--- src/rtl/array_access_sched.sv ---
// Scheduler for the shared DRAM-array port. It generates periodic refresh demands,
// grants the array to one of write/read/refresh, and muxes the owner's controls.
`timescale 1ns/1ps

module array_access_sched #(
    parameter int AXI_RADDR_WIDTH = 14,
    parameter int AXI_CADDR_WIDTH = 6,
    parameter int RF_PEND_MAX     = 8
) (
    input  logic                       clk,
    input  logic                       rst_n,
    input  logic [15:0]                mc_trefi_cfg,
    input  logic                       wr_req,
    input  logic                       rd_req,
    input  logic                       wr_done,
    input  logic                       rd_done,
    input  logic                       rf_done,
    output logic                       wr_grant,
    output logic                       rd_grant,
    output logic                       rf_grant,
    output logic [3:0]                 rf_pend_cnt,
    output logic                       rf_overflow,
    input  logic                       banksel_n_wr,
    input  logic [AXI_RADDR_WIDTH-1:0] raddr_wr,
    input  logic                       cas_wr,
    input  logic [AXI_CADDR_WIDTH-1:0] caddr_wr,
    input  logic                       banksel_n_rd,
    input  logic [AXI_RADDR_WIDTH-1:0] raddr_rd,
    input  logic                       cas_rd,
    input  logic [AXI_CADDR_WIDTH-1:0] caddr_rd,
    input  logic                       banksel_n_rf,
    input  logic [AXI_RADDR_WIDTH-1:0] raddr_rf,
    output logic                       array_banksel_n,
    output logic [AXI_RADDR_WIDTH-1:0] array_raddr,
    output logic                       array_cas,
    output logic [AXI_CADDR_WIDTH-1:0] array_caddr,
    output logic                       array_we
);

    typedef enum logic [1:0] {
        S_IDLE,
        S_WR,
        S_RD,
        S_RF
    } state_t;

    localparam logic [3:0] PEND_MAX = 4'(RF_PEND_MAX);

    state_t      state;
    logic        rr_rd;       // 1: read wins the next write/read tie
    logic [15:0] trefi_cnt;
    logic        rf_tick;
    logic        rf_take;

    assign rf_tick = (mc_trefi_cfg != 16'd0) && (trefi_cnt == mc_trefi_cfg - 16'd1);
    // Refresh always wins arbitration, so any queued refresh is taken from IDLE.
    assign rf_take = (state == S_IDLE) && (rf_pend_cnt != 4'd0);

    // NOTE: sequential state uses non-blocking assignments so every register samples
    // the pre-edge values, independent of the order of the always_ff blocks.
    always_ff @(posedge clk or negedge rst_n) begin
        if (!rst_n) begin
            trefi_cnt <= 16'd0;
        end else if (mc_trefi_cfg == 16'd0 || rf_tick) begin
            trefi_cnt <= 16'd0;
        end else begin
            trefi_cnt <= trefi_cnt + 16'd1;
        end
    end

    always_ff @(posedge clk or negedge rst_n) begin
        if (!rst_n) begin
            rf_pend_cnt <= 4'd0;
            rf_overflow <= 1'b0;
        end else begin
            case ({rf_tick, rf_take})
                2'b10: begin
                    if (rf_pend_cnt == PEND_MAX) begin
                        rf_overflow <= 1'b1;
                    end else begin
                        rf_pend_cnt <= rf_pend_cnt + 4'd1;
                    end
                end
                2'b01:   rf_pend_cnt <= rf_pend_cnt - 4'd1;
                default: rf_pend_cnt <= rf_pend_cnt;
            endcase
        end
    end

    always_ff @(posedge clk or negedge rst_n) begin
        if (!rst_n) begin
            state    <= S_IDLE;
            rr_rd    <= 1'b0;
            wr_grant <= 1'b0;
            rd_grant <= 1'b0;
            rf_grant <= 1'b0;
        end else begin
            case (state)
                S_IDLE: begin
                    if (rf_take) begin
                        state    <= S_RF;
                        rf_grant <= 1'b1;
                    end else if (wr_req && rd_req) begin
                        rr_rd <= ~rr_rd;
                        if (rr_rd) begin
                            state    <= S_RD;
                            rd_grant <= 1'b1;
                        end else begin
                            state    <= S_WR;
                            wr_grant <= 1'b1;
                        end
                    end else if (wr_req) begin
                        state    <= S_WR;
                        wr_grant <= 1'b1;
                    end else if (rd_req) begin
                        state    <= S_RD;
                        rd_grant <= 1'b1;
                    end
                end
                S_WR: begin
                    if (wr_done) begin
                        state    <= S_IDLE;
                        wr_grant <= 1'b0;
                    end
                end
                S_RD: begin
                    if (rd_done) begin
                        state    <= S_IDLE;
                        rd_grant <= 1'b0;
                    end
                end
                default: begin
                    if (rf_done) begin
                        state    <= S_IDLE;
                        rf_grant <= 1'b0;
                    end
                end
            endcase
        end
    end

    // NOTE: every output gets its idle value first so no path through the case
    // leaves a signal unassigned and infers a latch.
    always_comb begin
        array_banksel_n = 1'b1;
        array_raddr     = '0;
        array_cas       = 1'b0;
        array_caddr     = '0;
        array_we        = 1'b0;
        case (state)
            S_WR: begin
                array_banksel_n = banksel_n_wr;
                array_raddr     = raddr_wr;
                array_cas       = cas_wr;
                array_caddr     = caddr_wr;
                array_we        = 1'b1;
            end
            S_RD: begin
                array_banksel_n = banksel_n_rd;
                array_raddr     = raddr_rd;
                array_cas       = cas_rd;
                array_caddr     = caddr_rd;
            end
            S_RF: begin
                array_banksel_n = banksel_n_rf;
                array_raddr     = raddr_rf;
            end
            default: ;
        endcase
    end

endmodule

--- config.mk ---
export PLATFORM = sky130hd
export DESIGN_NAME = array_access_sched
export DESIGN_NICKNAME = d
export VERILOG_FILES = /design/src/rtl/array_access_sched.sv
export SDC_FILE = /design/constraint.sdc
export NUM_CORES = 1
export LEC_CHECK = 0
export ABC_AREA = 0
export BUFFER_PORTS_ARGS = -buffer_cell sky130_fd_sc_hd__buf_4
export CAP_MARGIN = 25
export CORE_ASPECT_RATIO = 1.25
export CORE_MARGIN = 3
export CORE_UTILIZATION = 30
export DETAILED_ROUTE_END_ITERATION = 8
export PLACE_DENSITY = 0.61
export SKIP_CTS_REPAIR_TIMING = 1
export SLEW_MARGIN = 0
export SYNTH_ARGS = -nofsm -noshare
export SYNTH_HDL_FRONTEND = slang
export SYNTH_SLANG_ARGS = --single-unit
--- constraint.sdc ---
create_clock -name clk -period 5.8 [get_ports clk]
set_input_delay 0.29 -clock clk [delete_from_list [all_inputs] [get_ports clk]]
set_output_delay 0.29 -clock clk [all_outputs]
set_load 0.1 [all_outputs]
After elaboration in Yosys (flattened, before gate mapping):

Cells that the tools add are included.

* flip-flop bits (word level): 27
* output and inout port bits: 31
* bits of input ports: 82
* word-level logic and storage cells: 87

* add/sub/neg operators: 4
* equal/unequal tests: 18
* bitwise operators: 3
* muxes and demuxes: 33
* reduce and logical (&&, ||, !) cells: 21

Operators by type and width (count)
* $pmux W14 S3: 1
* $add A16 B1 Y16 const B: 1
* $eq A16 B16 Y1: 1
* $logic_not A16 Y1: 1
* $mux W16: 1
* $mux W2: 8
* $reduce_bool A16 Y1: 1
* $sub A16 B1 Y16 const B: 1
* $mux W1: 14
* $pmux W6 S2: 1
* $ne A2 B2 Y1 const B: 5
* $ne A3 B2 Y1 const B: 3
* $pmux W1 S2: 4
* $pmux W4 S2: 1
* $reduce_bool A2 Y1: 4
* $reduce_bool A4 Y1: 2
* $eq A2 B2 Y1 const B: 3
* $ne A3 B3 Y1 const B: 2
* $pmux W2 S3: 1
* $reduce_and A3 Y1: 2
* $reduce_and A6 Y1: 1
* $ne A5 B4 Y1 const B: 1
* $reduce_and A5 Y1: 1
* $add A4 B1 Y4 const B: 1
* 12 further kinds: 18

Depth between registers and ports, before layout:

Gate-level depths: netlist of run 1.

* depth after elaboration: 6
* mapped depth: 17
* gate-level depth less buffers: 16

Worst setup path before layout of run 1:

OpenSTA, ideal clock, no wires.

* kind: reg-to-output
* from: register state[1]
* to: output port array_caddr[2]
* slack: 2.373 ns
* data arrival time: 3.137 ns
* cell stages (with the launch flop): 6
* required time: 5.510 ns
* buffers on the path: 1
* cells stage by stage: dfrtp_1 inv_1 ha_1 clkbuf_1 a22oi_1 nor2b_1

* longest elaborated chain between the ends: 2
* elaborated cells on any way between the ends: 3

Ends and longest elaborated chain
* start: declaration: line 49 `state_t state;`
* start signal: assignment: line 92 `state <= S_IDLE;`
* start signal: assignment: line 101 `state <= S_RF;`
* start signal: assignment: line 106 `state <= S_RD;`
* $eq A2 B2 Y1 / $eq A2 B1 Y1 (equally long branches): line 150 `case (state)`
* $pmux W6 S2 *: line 150
* end: declaration: line 36 `output logic [AXI_CADDR_WIDTH-1:0] array_caddr,`

Mark *: on every way between the ends. The rest lies on a longest branch, timed or not.

Worst setup path after layout of run 1:

* from: register trefi_cnt[6]
* to: register rf_pend_cnt[3]

* longest elaborated chain between the ends: 5
* elaborated cells on any way between the ends: 8

Ends and longest elaborated chain
* start: declaration: line 51 `logic [15:0] trefi_cnt;`
* start signal: assignment: line 67 `trefi_cnt <= trefi_cnt + 16'd1;`
* $eq A16 B16 Y1 *: line 55 `assign rf_tick = (mc_trefi_cfg != 16'd0) && (trefi_cnt == mc_trefi_cfg - 16'd1);`
* $logic_and A1 B1 Y1 *: line 55
* $eq A2 B2 Y1 / $eq A2 B1 Y1 (equally long branches): line 76 `case ({rf_tick, rf_take})`
* $ne A2 B2 Y1 (no source line) / $reduce_bool A2 Y1 (equally long branches)
* $reduce_and A2 Y1 (no source line)
* end signal: assignment: line 81 `rf_pend_cnt <= rf_pend_cnt + 4'd1;`
* end signal: assignment: line 84 `2'b01: rf_pend_cnt <= rf_pend_cnt - 4'd1;`
* end signal: assignment: line 85 `default: rf_pend_cnt <= rf_pend_cnt;`
* end: declaration: line 21 `output logic [3:0] rf_pend_cnt,`

Marks and branches as above.
A chain may end at the register's enable or synchronous reset.

==> impl_summary.md, run 1 <==
Die
The die boundary height is approximately 110 um. The die is between 80 and 90 um wide. After floorplanning, the core was sized to cover 7576 um^2. The initial utilization of the core area, before any placement, comes to 0.3166. The area of the die is about 9100 um^2. The standard-cell row count is 35.

During I/O placement, the number of pins put on the boundary was about 110.

Placed design
The placed instances occupy a cell area of about 3300 um^2. Before CTS, the worst setup slack after placement is 2.076 ns. In this run the tool buffered the top-level ports with roughly 110 buffer cells. The wire-length estimate of the detail-placed layout is approximately 5.7 mm. At the end of routability-driven placement, the weighted congestion stood at 0.8902.

Logic synthesis
The most used flip-flop cell after synthesis is sky130_fd_sc_hd__dfrtp_1. Dividing the synthesized area by the synthesized cell count gives 8.328 um^2. In the synthesized netlist the async set-or-reset flop fraction comes to 1.000. Of the synthesized area, sequential elements account for 0.2817. The cell type with the largest total area after synthesis is sky130_fd_sc_hd__dfrtp_1.

Ranked by total cell area, the synthesized netlist is headed by sky130_fd_sc_hd__dfrtp_1 (28%), sky130_fd_sc_hd__xnor2_1 (7.7%), sky130_fd_sc_hd__nor2_1 (7.5%), sky130_fd_sc_hd__xor2_1 (6.2%), sky130_fd_sc_hd__a222oi_1 (5.8%). The number of enable-type register cells in the synthesized netlist is 0. For this run, the number of Yosys warnings is 0. The number of cells produced by synthesis is between 200 and 300. In this run, distinct cell masters in the synthesized netlist total 48. The synthesized design contains 27 register bits. The post-synthesis instance area is approximately 2400 um^2. Of the post-synthesis cell area, the dominant cell type holds 0.2817. The number of nets produced by synthesis is 380.

Pwr
Dividing total power by cell area gives a power density of 561.6 nW/um^2. The cell leakage power is approximately 1.6 nW. The internal power consumption is slightly below 0.7 mW.

The part of the total power dissipated in sequential elements is 0.160. The share of total power in combinational logic is 0.782. The switching share of total power is 0.6432. Summed over all nets, the switching power comes to between 1 and 1.5 mW. The peak ir drop on the vdd network is ~0.32 mV.

The relative contribution of the clock network to total power is 0.058. The design draws between 1.5 and 2 mW.

Route
The final layout contains routed wiring with a total length of 7.133 mm. The routed length per instance is about 15 um. Using the TritonRoute via totals, the vias-per-cell ratio works out to around 5. The first-pass iteration count of the detailed router is 6. The via count is about 2.5k. The post-detailed-route DRC marker count is 0.

The number of nets with antenna violations after routing is 0. The starting DRC count in detailed routing is 148.

GRT
The first-pass GRT wire length is 11.51 mm. The via count of the first global-routing pass is approximately 2.3k. The number of antenna violations at the first check in global routing is 0. For this run the aggregate overflow at the end of global routing stands at 0. The largest net degree at the start of global routing is 28. The global router's overall resource usage is 0.1514.

Worst setup path
The sort of element at the end of the critical path is a register. The data required time at the worst endpoint is ~6 ns. The slowest stage of the critical path is the sky130_fd_sc_hd__dfrtp_1 cell. The number of buffers and inverters on the critical path is 2. The critical path goes through xor2_1 > xor2_1 > o31ai_1 > a221o_1 > nand4_1 > nor3_4 > nand2b_1 > inv_1 > ha_1 > a21o_1 > a21oi_1 > inv_1 > or4_1 > o211ai_1. Among cell families on the critical path, the largest total delay comes from simple AND/OR/NAND/NOR gates. Along the worst path, the maximum fanout reaches 7. The category of the most critical setup path is register to register.

STA classifies the critical path startpoint as a register. The logic depth of the worst setup path including buffers is 14. STA puts the critical path data arrival time at 3.79 ns. The number of cells on the worst reg-to-reg path is 14.

The delay of the slowest cell on the worst path is around 0.45 ns.

Finish
In the final design database the tool counted between 400 and 500 nets. In the final layout, the share of cells above drive strength 1 is 0.3189. The area growth from synthesis to layout is 40.06%. The final instance area is ~3400 um^2.

Counting the fill cells in the layout gives ~770. The repair_antennas step left the layout with diodes totalling 0. At the end of the flow the core is filled with cells to 0.4434.

Clock tree
The clock reaches the later pin of the worst-skew pair after between 0.2 and 0.3 ns. The TritonCTS clock tree is done. The cell chosen for the clock root is sky130_fd_sc_hd__clkbuf_8.

The clock-pin slew of the registers on the worst-case setup and hold paths is 0.09 ns. The total number of H-tree levels is 1. The longest clock path from root to sink contains 2 buffers. The number of buffers added by the clock tree synthesis step is 3. The CTS sink count is 27.

STA
Setup violations remaining at the end of the flow were counted as 0. Derived from the worst setup path, the maximum achievable clock frequency is between 200 and 300 MHz. The number of hold violations in the final report is 0.

Measured against its own limit, the worst slew margin works out to 0.3892. Setup repair after global routing left no endpoint under its margin. Adding up every negative setup slack in the final design gives 0 ns. The max-slew violation count is 0. Counting I/O delays and the setup requirement, the final critical path takes 3.602 ns. The post-layout worst setup margin is 2.198 ns.

Dividing the final minimum period by the clock period gives 0.6211. At the pin with the least slew margin, the transition time is roughly 0.92 ns. The final worst clock skew is around 0.0027 ns.

Run
The count of maximum capacitance violations is 0.

Run status
The flow ran to the end, and the final reports show no timing, DRC or antenna violations.

Worst hold path
The min-delay analysis places its worst path in the category primary input to register. The cell depth of the worst min-delay path is 4.
==> power by group through the flow <==
| stage | Clock, mW | Sequential, mW | Combinational [mW] |
|---|---|---|---|
| after floorplan | 0 | 0.449 | 1.02 |
| after global placement | 0 | 0.304 | 1.48 |
| after detailed placement | 0 | 0.307 | 1.48 |
| after CTS | 0.112 | 0.303 | 1.48 |
| after global routing | 0.119 | 0.313 | 1.57 |
| final | 0.109 | 0.303 | 1.48 |
==> synth_stat cells (all sizes together) (3+ instances only) <==
| cell | n |
|---|---|
| xnor2 | 21 |
| o21ai | 10 |
| nand2b | 3 |
| xor2 | 17 |
| mux2i | 6 |
| nand3 | 8 |
| and3 | 3 |
| nand4 | 10 |
| nor2b | 8 |
| a21oi | 6 |
| nand2 | 22 |
| nor4 | 5 |
| nor3 | 7 |
| nor2 | 48 |
| clkbuf | 11 |
| ha | 9 |
| inv | 16 |
| dfrtp | 27 |
| o31ai | 4 |
| a222oi | 14 |
| a22oi | 8 |
==> metrics by stage <==
step           cells  hold slack (ns)
3_3_place_gp     479           0.2237
2_1_floorplan    288        -0.005591
5_1_grt          484           0.3308
6_report         484           0.3050
4_1_cts          483         -0.06388
3_5_place_dp     479           0.2335
==> worst paths after layout <==
kind                               from        endpoint  slack (ns)
setup / recovery           trefi_cnt[6]  rf_pend_cnt[3]        2.20
hold / removal                  wr_done        wr_grant        0.31
setup reg to reg           trefi_cnt[6]  rf_pend_cnt[3]        2.20
hold reg to reg                   rr_rd           rr_rd        0.49
max in group asynchronous         rst_n    trefi_cnt[7]        5.07
min in group asynchronous         rst_n   trefi_cnt[11]        0.46
==> sequential cells by signal, summed over array words and instances (netlist names) <==
name and count:
state 2, rf_overflow 1, rd_grant 1, wr_grant 1, rf_pend_cnt 4, rr_rd 1
rf_grant 1, trefi_cnt 16
==> tightest hold or removal path: cells and delay by family <==
| family | cells | cell delay [ns] |
|---|---|---|
| buf+inv | 1 | 0.09 |
| simple gates | 2 | 0.09 |
| compound gates | 1 | 0.07 |
==> final cells by class <==
type	count	area, um^2	share of cell area
Inverter	16	60.06	0.01788
Sequential cell	27	675.6	0.2011
Tap cell	92	115.1	0.03426
Timing Repair Buffer	113	850.8	0.2533
Multi-Input combinational cell	232	1613	0.4801
Clock buffer	4	45.04	0.01341
==> metal layers <==
metal / wire (um) / GRT usage / part of all wire / vias to the layer above
met3: 510 / 0.02093 / 0.071 / 4
met4: 58 / 0.03167 / 0.0081 / 0
met5: 0 / 0 / 0 / -
met2: 3646 / 0.2657 / 0.51 / 83
met1: 2918 / 0.1953 / 0.41 / 1159
li1: - / - / - / 1248
==> cell usage in the layout (no fill, tap or decap), types with 9 or more instances in the layout <==
cell type / n
sky130_fd_sc_hd__a222oi_1: 14
sky130_fd_sc_hd__buf_4: 112
sky130_fd_sc_hd__dfrtp_1: 27
sky130_fd_sc_hd__ha_1: 9
sky130_fd_sc_hd__inv_1: 16
sky130_fd_sc_hd__nand2_1: 22
sky130_fd_sc_hd__nor2_1: 48
sky130_fd_sc_hd__o21ai_0: 10
sky130_fd_sc_hd__xnor2_1: 21
sky130_fd_sc_hd__xor2_1: 17
==> cells by family after synthesis <==
kind of cell	count (synthesis)	synth area share
AO/OA/AOI/OAI	56	0.1831
AND/OR/NAND/NOR	121	0.2655
flip-flops	27	0.2817
XOR/XNOR	38	0.1388
multiplexers	7	0.02973
adder cells (fa/ha/maj)	10	0.05530
buffers and inverters	29	0.04590
No activity file was read; power rests on OpenSTA's default activity.
==> run 2, diff against run 1 <==
- clock period: 5.8 -> 3.4 ns (I/O delays scaled with it)
==> run 2 against run 1 <==
  * Fmax grew 13%
  * Critical path depth unchanged
  * Clock skew rose by 0.0044 ns
  * Critical path type unchanged
  * Largest power group unchanged
  * Highest routed layer unchanged
==> impl_summary.md, run 2 (synthesis gave the netlist of run 1 again) <==
Worst setup path
Tracing the worst setup path back leads to its startpoint at trefi_cnt[6]. The kind of start point of the critical path is a register. The delay of the slowest cell on the worst path is 0.45 ns. The endpoint identified for the worst register-to-register timing path is rf_pend_cnt[3]. Along the worst path, the maximum fanout reaches 4.

The worst register-to-register path begins at trefi_cnt[6]. For the worst setup path, the data arrival time is 3.39 ns. The critical path's top delay family is simple AND/OR/NAND/NOR gates. The critical path in this run is classified as register to register. The worst setup path is captured at a register. The worst reg-to-reg path cell count is 14. The logic depth of the worst setup path including buffers is 14. Traced cell by cell, the critical path runs through xor2_2 > xor2_1 > o31ai_1 > a221o_1 > nand4_1 > nor3_4 > nand2b_1 > inv_1 > ha_1 > a21o_1 > a21oi_1 > inv_1 > or4_1 > o211ai_1. The sum of buffers and inverters on the critical path is 2. By instance count, the cell type seen most on the critical path is sky130_fd_sc_hd__inv_1. Data on the critical path is required at its endpoint by ~3.6 ns. The cell type of the slowest stage on the worst timing path is sky130_fd_sc_hd__dfrtp_1. The critical path ends at rf_pend_cnt[3]. The setup slack of the worst register-to-register path is around 0.21 ns.

STA
In this run the tightest slew margin relative to its limit is 0.3983. The post-route minimum period is 3.185 ns. The final critical-path share of the clock period is 0.9369. Based on the critical path, the design can be clocked at up to 313.9 MHz. The final setup TNS is 0 ns.

The final worst clock skew is roughly 0.0071 ns. Setup repair after global routing left no endpoint under its margin. At the pin with the least slew margin, the transition time is 0.9025 ns. The final setup violation count is 0. The number of hold violations in the final report is 0. The max-slew violation count is 0.

Die
The initial utilization of the core area, before any placement, comes to 0.3166. In this run the core area contains 35 standard-cell rows. The die is 106.0 um tall. From left edge to right edge, the die measures ~86 um.

The area of the die is a little over 9000 um^2. The I/O pin count is roughly 110. The floorplan step defined a core boundary enclosing about 7600 um^2.

Finish
The most common cell after layout, fill and taps aside is sky130_fd_sc_hd__buf_4. The count of fill cells added during filler insertion is roughly 800. The largest registers in the layout are trefi_cnt (16), rf_pend_cnt (4), state (2). The fraction of final layout cells with drive strength greater than 1 is 0.3392. The register with the most flip-flops in the layout has 16 of them. For this run, the post-layout net count is 494. Relative to the synthesized area, the layout overhead comes to 43.24%.

Ranked by flip-flop count, first place goes to trefi_cnt. In the layout the commonest cells are sky130_fd_sc_hd__buf_4 (121), sky130_fd_sc_hd__nor2_1 (48), sky130_fd_sc_hd__dfrtp_1 (27). The final instance area is approximately 3400 um^2.

The antenna diode count is 0.

Clock tree
TritonCTS built the clock tree. Clock-pin slew was measured on the worst setup and hold paths at approximately 0.1 ns. The cell sitting at the root of the clock tree is a sky130_fd_sc_hd__clkbuf_8. The number of clock buffers added by TritonCTS is 3. In this run the deepest clock path goes through 2 buffers. The clock reaches the later pin of the worst-skew pair after about 0.28 ns. The CTS sink count is 27. The total number of H-tree levels is 1.

GRT
Entering global routing, the biggest net connects 28 pins. The via count of the first global-routing pass is around 2.4k. The number of antenna violations at the first check in global routing was 0.

The global router's overall resource usage is 0.1498. The first-pass GRT wire length is ~11 mm. The total congestion overflow is 0.

Pwr
For this design the ratio of total power to cell area is about 950 nW/um^2. Summed over all cells, the static leakage comes to 1.631 nW. The peak ir drop on the vdd network is around 0.65 mV.

Route
In the routed design, unresolved DRC markers number 0. The detail route stage leaves a number of antenna-violating nets equal to 0. Summing over every cut layer, the via total after detailed routing is 2,551. The first-pass iteration count of the detailed router is 5. The routed length per instance is approximately 15 um. The post-detailed-route via-to-cell ratio is 5.174. The starting DRC count in detailed routing is 146. The final layout contains routed wiring with a total length of roughly 7.3 mm.

Worst hold path
The worst hold path belongs to the class primary input to register.

Placed design
The count of port buffers added during placement is about 110. The final estimated routing congestion in global placement is 0.8336. In this run the cell area measured after placement is ~3400 um^2. The HPWL after detailed placement is roughly 5.9 mm.

Run
The count of maximum capacitance violations is 0.

Run status
The flow ran to the end, and the final reports show no timing, DRC or antenna violations.
## run 2: how the worst min path moves through the flow
stage	cells after the start	end	slack [ns]	start
CTS	1	rf_grant	-0.19	rst_n
global placement	1	trefi_cnt[11]	0.11	rst_n
floorplan	0	rd_grant	-0.13	rst_n
global route	4	rd_grant	0.20	rd_done
finish	4	wr_grant	0.19	wr_done
detailed placement	1	trefi_cnt[11]	0.11	rst_n
## run 2: layer usage
metal	wire (um)	up-vias	track usage
li1	-	1254	-
met1	2981	1203	0.1791
met2	3747	87	0.2850
met3	460	7	0.01783
met4	67	0	0.02376
met5	0	-	0
## run 2: cell type report
type	instances	area [um^2]	area share
multi-input cells	232	1620	0.4716
clock buffers	3	41.29	0.01202
flip-flops and latches	27	675.6	0.1966
clock inverters	1	5.005	0.001457
inverters	16	60.06	0.01748
repair buffers	122	918.4	0.2673
well taps	92	115.1	0.03350
## run 2: metrics by stage
stage	utilization	total power, mW	setup slack, ns	hold WS [ns]	std cells
after CTS	0.4512	3.280	0.1422	-0.1909	492
final	0.4535	3.263	0.2145	0.1892	493
after global routing	0.4535	3.452	0.03021	0.1958	493
after floorplan	-	2.510	0.09308	-0.1256	288
after global placement	0.4451	3.079	0.1759	0.1071	488
after detailed placement	0.4451	3.092	0.08650	0.1105	488
## run 2: worst min-delay path, stage by stage
cell and delay, ns:
sky130_fd_sc_hd__buf_4 0.09, sky130_fd_sc_hd__nand2_1 0.04, sky130_fd_sc_hd__nand2_1 0.05, sky130_fd_sc_hd__o21ai_0 0.07
## run 2: report_power, final
group	total, mW	switching, mW	internal [mW]
clock	0.184	0.102	0.0822
sequential	0.516	0.105	0.411
combinational	2.56	1.88	0.683
total	3.26	2.09	1.18
